`config.mk`:
```
export PLATFORM = sky130hd
export DESIGN_NAME = soc_bus_fabric
export DESIGN_NICKNAME = d
export VERILOG_FILES = /design/src/rtl/soc_bus_pkg.sv /design/src/rtl/soc_bus_decode.sv /design/src/rtl/soc_bus_fabric.sv
export SDC_FILE = /design/constraint.sdc
export NUM_CORES = 1
export LEC_CHECK = 0
export ABC_AREA = 1
export BUFFER_PORTS_ARGS = -buffer_cell sky130_fd_sc_hd__clkbuf_2
export CAP_MARGIN = 5
export CORE_AREA = 2 2 96 98
export CTS_BUF_LIST = sky130_fd_sc_hd__clkbuf_2 sky130_fd_sc_hd__clkbuf_4 sky130_fd_sc_hd__clkbuf_8
export DETAILED_ROUTE_END_ITERATION = 8
export DIE_AREA = 0 0 98 100
export PLACE_DENSITY = 0.95
export SLEW_MARGIN = 20
export SYNTH_ARGS = -nofsm -noshare
export SYNTH_HDL_FRONTEND = slang
export SYNTH_SLANG_ARGS = --single-unit
```
`constraint.sdc`:
```
create_clock -name clk -period 2.7 [get_ports clk]
set_input_delay 0.54 -clock clk [delete_from_list [all_inputs] [get_ports clk]]
set_output_delay 0.54 -clock clk [all_outputs]
set_load 0.01 [all_outputs]
```
`src/rtl/soc_bus_pkg.sv`:
```
// -----------------------------------------------------------------------------
// soc_bus_pkg
// Shared definitions for the SoC bus fabric: the fabric FSM state encoding and
// the default pattern returned as read data on any errored access.
// -----------------------------------------------------------------------------
package soc_bus_pkg;

    // Fabric FSM states; the encoding is fixed so that debug probes can read it.
    typedef enum logic [1:0] {
        ST_IDLE   = 2'd0,
        ST_ACCESS = 2'd1,
        ST_RESP   = 2'd2
    } bus_state_e;

    // Read data returned when an access is unmapped or abandoned.
    localparam logic [31:0] ERR_DATA_DFLT = 32'hDEAD_BEEF;

endpackage : soc_bus_pkg

```
`src/rtl/soc_bus_decode.sv`:
```
// -----------------------------------------------------------------------------
// soc_bus_decode
// Combinational slave-select decoder. It compares the select field of the
// master address against the code of every slave. If several slaves share a
// code, the lowest index wins, so the hit vector is always one-hot or zero.
//
// Ports:
//   i_sel      select field taken from the master address
//   o_hit_vec  one-hot vector of the winning slave (all zero on a miss)
//   o_hit      at least one slave matched
// -----------------------------------------------------------------------------
module soc_bus_decode #(
    parameter int                       NUM_SLV = 3,
    parameter int                       SEL_W   = 4,
    parameter logic [NUM_SLV*SEL_W-1:0] SLV_SEL = {4'h6, 4'h4, 4'h0}
) (
    input  logic [SEL_W-1:0]   i_sel,
    output logic [NUM_SLV-1:0] o_hit_vec,
    output logic               o_hit
);

    logic [NUM_SLV-1:0] w_match;

    // Raw match of the select field against every slave code.
    always_comb begin
        w_match = {NUM_SLV{1'b0}};
        for (int k = 0; k < NUM_SLV; k++) begin
            w_match[k] = (i_sel == SLV_SEL[k*SEL_W +: SEL_W]);
        end
    end

    // Isolating the lowest set bit gives the lowest-index winner.
    assign o_hit_vec = w_match & (~w_match + NUM_SLV'(1));
    assign o_hit     = |w_match;

endmodule : soc_bus_decode

```
`src/rtl/soc_bus_fabric.sv`:
```
// -----------------------------------------------------------------------------
// soc_bus_fabric
// Registered request/acknowledge interconnect between the MIPS core data port
// and NUM_SLV memory-mapped slaves. A request is accepted only in IDLE. A hit
// holds a one-hot s_req until the addressed slave acks. A miss answers straight
// away with an error. Every master-side output comes from a register.
//
// Configuration macro:
//   SOC_BUS_TIMEOUT_EN  When defined, an access with no ack within TIMEOUT_CYC
//                       cycles is abandoned and answered with an error.
//
// Ports:
//   clk, rst          clock and synchronous active-high reset
//   m_req/m_we        master request strobe (sampled in IDLE) and write flag
//   m_addr/m_wdata    master byte address and write data
//   m_rdata           registered read data
//   m_ready/m_err     one-cycle response strobe and its error flag
//   s_req             one-hot slave request, held until ack
//   s_we/s_addr       latched write flag and low address bits
//   s_wdata           latched write data
//   s_rdata           flat slave read data, slave k at [k*DATA_W +: DATA_W]
//   s_ack             per-slave completion (may be combinational from s_req)
// -----------------------------------------------------------------------------
module soc_bus_fabric
    import soc_bus_pkg::*;
#(
    parameter int                       NUM_SLV     = 3,
    parameter int                       DATA_W      = 32,
    parameter int                       ADDR_W      = 32,
    parameter int                       SEL_LSB     = 9,
    parameter int                       SEL_W       = 4,
    parameter logic [NUM_SLV*SEL_W-1:0] SLV_SEL     = {4'h6, 4'h4, 4'h0},
    parameter int                       TIMEOUT_CYC = 16,
    parameter logic [DATA_W-1:0]        ERR_DATA    = DATA_W'(ERR_DATA_DFLT)
) (
    input  logic                      clk,
    input  logic                      rst,
    input  logic                      m_req,
    input  logic                      m_we,
    input  logic [ADDR_W-1:0]         m_addr,
    input  logic [DATA_W-1:0]         m_wdata,
    output logic [DATA_W-1:0]         m_rdata,
    output logic                      m_ready,
    output logic                      m_err,
    output logic [NUM_SLV-1:0]        s_req,
    output logic                      s_we,
    output logic [SEL_LSB-1:0]        s_addr,
    output logic [DATA_W-1:0]         s_wdata,
    input  logic [NUM_SLV*DATA_W-1:0] s_rdata,
    input  logic [NUM_SLV-1:0]        s_ack
);

    bus_state_e r_state;
    bus_state_e w_state_nxt;

    logic [NUM_SLV-1:0] r_s_req;
    logic               r_s_we;
    logic [SEL_LSB-1:0] r_s_addr;
    logic [DATA_W-1:0]  r_s_wdata;
    logic [DATA_W-1:0]  r_m_rdata;
    logic               r_m_ready;
    logic               r_m_err;

    logic [NUM_SLV-1:0] w_s_req_nxt;
    logic               w_s_we_nxt;
    logic [SEL_LSB-1:0] w_s_addr_nxt;
    logic [DATA_W-1:0]  w_s_wdata_nxt;
    logic [DATA_W-1:0]  w_rdata_nxt;
    logic               w_ready_nxt;
    logic               w_err_nxt;

    logic [SEL_W-1:0]   w_dec_sel;
    logic [NUM_SLV-1:0] w_dec_vec;
    logic               w_dec_hit;
    logic               w_ack_hit;
    logic               w_tmo_expire;
    logic [DATA_W-1:0]  w_sel_rdata;
    logic               w_unused;

    assign w_dec_sel = m_addr[SEL_LSB+SEL_W-1:SEL_LSB];

    soc_bus_decode #(
        .NUM_SLV (NUM_SLV),
        .SEL_W   (SEL_W),
        .SLV_SEL (SLV_SEL)
    ) u_decode (
        .i_sel     (w_dec_sel),
        .o_hit_vec (w_dec_vec),
        .o_hit     (w_dec_hit)
    );

    // Acks from slaves that are not currently requested are masked off here.
    assign w_ack_hit = |(s_ack & r_s_req);

    // One-hot read-data mux driven by the held request vector.
    always_comb begin
        w_sel_rdata = {DATA_W{1'b0}};
        for (int k = 0; k < NUM_SLV; k++) begin
            w_sel_rdata = w_sel_rdata | (s_rdata[k*DATA_W +: DATA_W] & {DATA_W{r_s_req[k]}});
        end
    end

`ifdef SOC_BUS_TIMEOUT_EN
    localparam int TMO_W = $clog2(TIMEOUT_CYC + 1);

    logic [TMO_W-1:0] r_tmo_cnt;

    // An ack in the expiry cycle takes priority, so expiry requires no ack.
    assign w_tmo_expire = (r_state == ST_ACCESS) && !w_ack_hit &&
                          (r_tmo_cnt == TMO_W'(TIMEOUT_CYC - 1));

    // Count ACCESS cycles without an ack. The count is zero on every ACCESS entry.
    always_ff @(posedge clk) begin
        if (rst) begin
            r_tmo_cnt <= {TMO_W{1'b0}};
        end else if ((r_state == ST_ACCESS) && !w_ack_hit && !w_tmo_expire) begin
            r_tmo_cnt <= r_tmo_cnt + TMO_W'(1);
        end else begin
            r_tmo_cnt <= {TMO_W{1'b0}};
        end
    end

    assign w_unused = ^{m_addr[ADDR_W-1:SEL_LSB+SEL_W]};
`else
    assign w_tmo_expire = 1'b0;
    assign w_unused     = ^{m_addr[ADDR_W-1:SEL_LSB+SEL_W], (TIMEOUT_CYC != 0)};
`endif

    // State register.
    always_ff @(posedge clk) begin
        if (rst) begin
            r_state <= ST_IDLE;
        end else begin
            r_state <= w_state_nxt;
        end
    end

    // Next-state logic.
    always_comb begin
        w_state_nxt = r_state;
        case (r_state)
            ST_IDLE: begin
                if (m_req && w_dec_hit) begin
                    w_state_nxt = ST_ACCESS;
                end else if (m_req) begin
                    w_state_nxt = ST_RESP;
                end else begin
                    w_state_nxt = ST_IDLE;
                end
            end
            ST_ACCESS: begin
                if (w_ack_hit || w_tmo_expire) begin
                    w_state_nxt = ST_RESP;
                end else begin
                    w_state_nxt = ST_ACCESS;
                end
            end
            ST_RESP: w_state_nxt = ST_IDLE;
            default: w_state_nxt = ST_IDLE;
        endcase
    end

    // Next values of the registered outputs for each state.
    always_comb begin
        w_s_req_nxt   = r_s_req;
        w_s_we_nxt    = r_s_we;
        w_s_addr_nxt  = r_s_addr;
        w_s_wdata_nxt = r_s_wdata;
        w_rdata_nxt   = r_m_rdata;
        w_ready_nxt   = 1'b0;
        w_err_nxt     = 1'b0;
        case (r_state)
            ST_IDLE: begin
                if (m_req) begin
                    // Latch even on a miss. No slave is requested in that case.
                    w_s_we_nxt    = m_we;
                    w_s_addr_nxt  = m_addr[SEL_LSB-1:0];
                    w_s_wdata_nxt = m_wdata;
                    if (w_dec_hit) begin
                        w_s_req_nxt = w_dec_vec;
                    end else begin
                        w_s_req_nxt = {NUM_SLV{1'b0}};
                        w_ready_nxt = 1'b1;
                        w_err_nxt   = 1'b1;
                        if (!m_we) begin
                            w_rdata_nxt = ERR_DATA;
                        end else begin
                            w_rdata_nxt = r_m_rdata;
                        end
                    end
                end else begin
                    w_s_req_nxt = {NUM_SLV{1'b0}};
                end
            end
            ST_ACCESS: begin
                if (w_ack_hit) begin
                    w_s_req_nxt = {NUM_SLV{1'b0}};
                    w_ready_nxt = 1'b1;
                    if (!r_s_we) begin
                        w_rdata_nxt = w_sel_rdata;
                    end else begin
                        w_rdata_nxt = r_m_rdata;
                    end
                end else if (w_tmo_expire) begin
                    w_s_req_nxt = {NUM_SLV{1'b0}};
                    w_ready_nxt = 1'b1;
                    w_err_nxt   = 1'b1;
                    if (!r_s_we) begin
                        w_rdata_nxt = ERR_DATA;
                    end else begin
                        w_rdata_nxt = r_m_rdata;
                    end
                end else begin
                    w_s_req_nxt = r_s_req;
                end
            end
            ST_RESP: w_s_req_nxt = {NUM_SLV{1'b0}};
            default: w_s_req_nxt = {NUM_SLV{1'b0}};
        endcase
    end

    // Output registers. A reset mid-access drops everything, including any response.
    always_ff @(posedge clk) begin
        if (rst) begin
            r_s_req   <= {NUM_SLV{1'b0}};
            r_s_we    <= 1'b0;
            r_s_addr  <= {SEL_LSB{1'b0}};
            r_s_wdata <= {DATA_W{1'b0}};
            r_m_rdata <= {DATA_W{1'b0}};
            r_m_ready <= 1'b0;
            r_m_err   <= 1'b0;
        end else begin
            r_s_req   <= w_s_req_nxt;
            r_s_we    <= w_s_we_nxt;
            r_s_addr  <= w_s_addr_nxt;
            r_s_wdata <= w_s_wdata_nxt;
            r_m_rdata <= w_rdata_nxt;
            r_m_ready <= w_ready_nxt;
            r_m_err   <= w_err_nxt;
        end
    end

    assign s_req   = r_s_req;
    assign s_we    = r_s_we;
    assign s_addr  = r_s_addr;
    assign s_wdata = r_s_wdata;
    assign m_rdata = r_m_rdata;
    assign m_ready = r_m_ready;
    assign m_err   = r_m_err;

endmodule : soc_bus_fabric

```
==> summary.md <==
| Metric | Value |
|---|---|
| Reg power frac | 0.474 |
| Root Buffer | clkbuf_8 |
| Avg Inst Size Synth | 6.24 sq um |
| Fmax | 0.498 GHz |
| Core box area | 8890 sq um |
| N_diodes | 0 |
| Hold Vio Cnt, Final | 0 |
| #FFs+latches synth | 81 |
| Status | finished, final reports clean |
| Placed cell area | 5270 sq um |
| Cells on worst reg2reg path | 8 |
| Largest net degree at the start of global routing | 47 |
| First-pass GRT wire length | 19.2 mm |
| IO Port Bufs | 226 |
| Final net count | 1038 |
| DP HPWL | 8.58 mm |
| Post-synth ARST share | 0 |
| CTS Buf Count | 9 |
| Via density | 4.70 |
| Post-route design area | 5470 sq um |
| Initial core utilization | 0.469 |
| Register area share after synthesis | 0.389 |
| Placed instance count | 971 |
| Detailed Route WL | 11.6 mm |
| Synth Instances | 669 |
| DIE HEIGHT | 100 um |
| Maximum capacitance violations | 0 |
| Req. time, crit path | 2.97 ns |
| Fin crit period | 2.01 ns |
| CP Capture Point | m_rdata[11] |
| Final Max Tran Viols | 0 |
| RSZ-0062 raised after global routing | no |
| Post-route DRC violation count | 0 |
| Logic pwr share | 0.214 |
| Max Clock Skew | 0.00925 ns |
| First drt pass iteration count | 4 |
| Hold_ws | 0.430 ns |
| Post-synth top area share | 0.389 |
| RePlAce Congestion | 0.825 |
| Worst hold-check path type | input pin to flop |
| Clock Path Buffers | 2 |
| Worst reg2reg path endpoint | m_rdata[11] |
| Area grow syn2layout | 31.2% |
| Number of synthesized flops with an enable pin | 0 |
| TritonCTS clock tree | done |
| R2R Setup Slk | 0.69 ns |
| CP Capture Type | flop |
| Rows | 35 |
| Warnings, synthesis | 0 |
| Final cell count without fillers | 987 |
| Number of fill cells | 840 |
| Quantity of gates resized following cts | 0 |
| Post-synth top area cell | dfxtp_1 |
| Clk_lat worst skew | 0.34 ns |
| Post-CTS setup buffer count | 0 |
| LEAKAGE | 3.01 nW |
| Initial antenna violation count | 0 |
| Hold buffers post-CTS | 0 |
| Clock slew at reported path FFs | 0.09 ns |
| Critical path data arrival time | 2.28 ns |
| Ports | 246 |
| Max-Slew Margin vs Limit | 0.458 |
| Num Clock Sinks | 81 |
| Clk pwr share | 0.313 |
| Dpl ws | 0.636 ns |
| Vias post-DR | 4635 |
| Main area contributors after synthesis | dfxtp_1 39%, nand2_1 17%, nor2_1 13% |
| Peak supply drop | 0.391 mV |
| Worst setup path start | r_state[0] |
| Syn_nets | 836 |
| Die W | 98 um |
| Final setup TNS | 0 ns |
| RR Startpoint | r_state[0] |
| Pwr Density | 521 nW/um^2 |
| Net Sw Frac | 0.303 |
| GRT Resource Usage Total | 0.237 |
| Net Switching | 864 uW |
| P_int | 1.99 mW |
| Startpoint Class | flop |
| Vias in the first global route | 4289 |
| Main synth FF type | dfxtp_1 |
| Synth cell types | 22 |
| Tot Pwr | 2.85 mW |
| Remaining antenna violation count | 0 |
| Worst slew pin tran | 0.812 ns |
| Full die area | 9800 sq um |
| Grt total ovfl | 0 |
| Post-route clock period utilization | 0.743 |
| Final Util | 0.616 |
| H-tree levels | 3 |
| Synth Cell Area | 4170 sq um |
| Setup Viol. Count Final | 0 |
| WL/cell | 11.8 um |
| Layout cells sized above 1 | 0.316 |
| Final setup margin | 0.694 ns |
| CP Class | flop to flop |
| Initial DRC count | 130 |
| Worst Path Max Fanout | 32 |
critical path, stage by stage, from the launching register on:
cell,delay (ns)
dfxtp_1,0.41
inv_4,0.06
nor2_4,0.29
nand2_1,0.11
nand2_2,0.31
nand3_4,0.42
nand2_1,0.19
inv_2,0.04
nor2_1,0.09
power groups by stage:
stage | clock [mW] | combinational, mW | sequential (mW)
after global routing | 0.983 | 0.692 | 1.36
after floorplan | 0 | 0.308 | 1.42
after global placement | 0 | 0.602 | 1.37
final | 0.892 | 0.609 | 1.35
after detailed placement | 0 | 0.611 | 1.38
after CTS | 0.920 | 0.614 | 1.35
cells in the mapped netlist, types with 2 or more instances:
cell type,n
dfxtp_1,81
nand4_1,34
clkbuf_1,23
inv_1,62
clkinv_1,5
o21ai_0,41
nand2_2,12
nand3_1,37
nor2_1,140
inv_2,6
buf_6,7
buf_2,13
buf_1,2
nand2_1,194
a21oi_1,5
cells in the final DEF, fill, tap and decap left out, types with 2 or more instances in the layout:
cell type,netlist,routed
nand2_2,12,12
nand2_1,194,194
clkbuf_2,0,226
dfxtp_1,81,81
nand3_1,37,37
clkinv_4,0,2
inv_1,62,61
nor2_1,140,140
clkbuf_8,0,9
inv_2,6,7
a21oi_1,5,5
buf_4,0,11
o21ai_0,41,41
nand4_1,34,34
clkinv_1,5,5
inv_6,0,2
cells by family (layout without fill, tap and decap cells):
family / Yosys count / after routing / share of synthesized area
buffers and inverters: 120 / 327 / 0.128
AO/OA/AOI/OAI: 47 / 47 / 0.0564
flip-flops: 81 / 81 / 0.389
AND/OR/NAND/NOR: 421 / 421 / 0.427
layout make-up:
cell class	count	area, sq um	area share
clock buffers	9	124	0.0226
repair buffers	237	1210	0.222
flip-flops and latches	81	1620	0.296
well taps	111	139	0.0254
clock inverters	7	77.6	0.0142
inverters	74	280	0.0512
multi-input cells	468	2020	0.369
flip-flops by register name (all words and copies together) (netlist names):
signal and flops:
s_req 3, r_state 2, m_ready 1, s_addr 9
s_wdata 32, m_rdata 32, s_we 1, m_err 1
layer usage:
metal  track usage  wire length [um]
met1         0.270              4770
met2         0.423              5690
met3        0.0815              1020
met4        0.0684               142
met5             0                 0
worst min path at each step:
stage | startpoint | end | slack, ns | depth (start not counted)
6_report | rst | s_req[0] | 0.43 | 2
5_1_grt | rst | s_req[0] | 0.40 | 2
4_1_cts | rst | s_req[1] | 0.41 | 2
3_5_place_dp | s_we | s_we | 0.46 | 2
3_3_place_gp | s_we | s_we | 0.45 | 2
2_1_floorplan | s_we | s_we | 0.49 | 2
(Power assumes the default switching activity.)
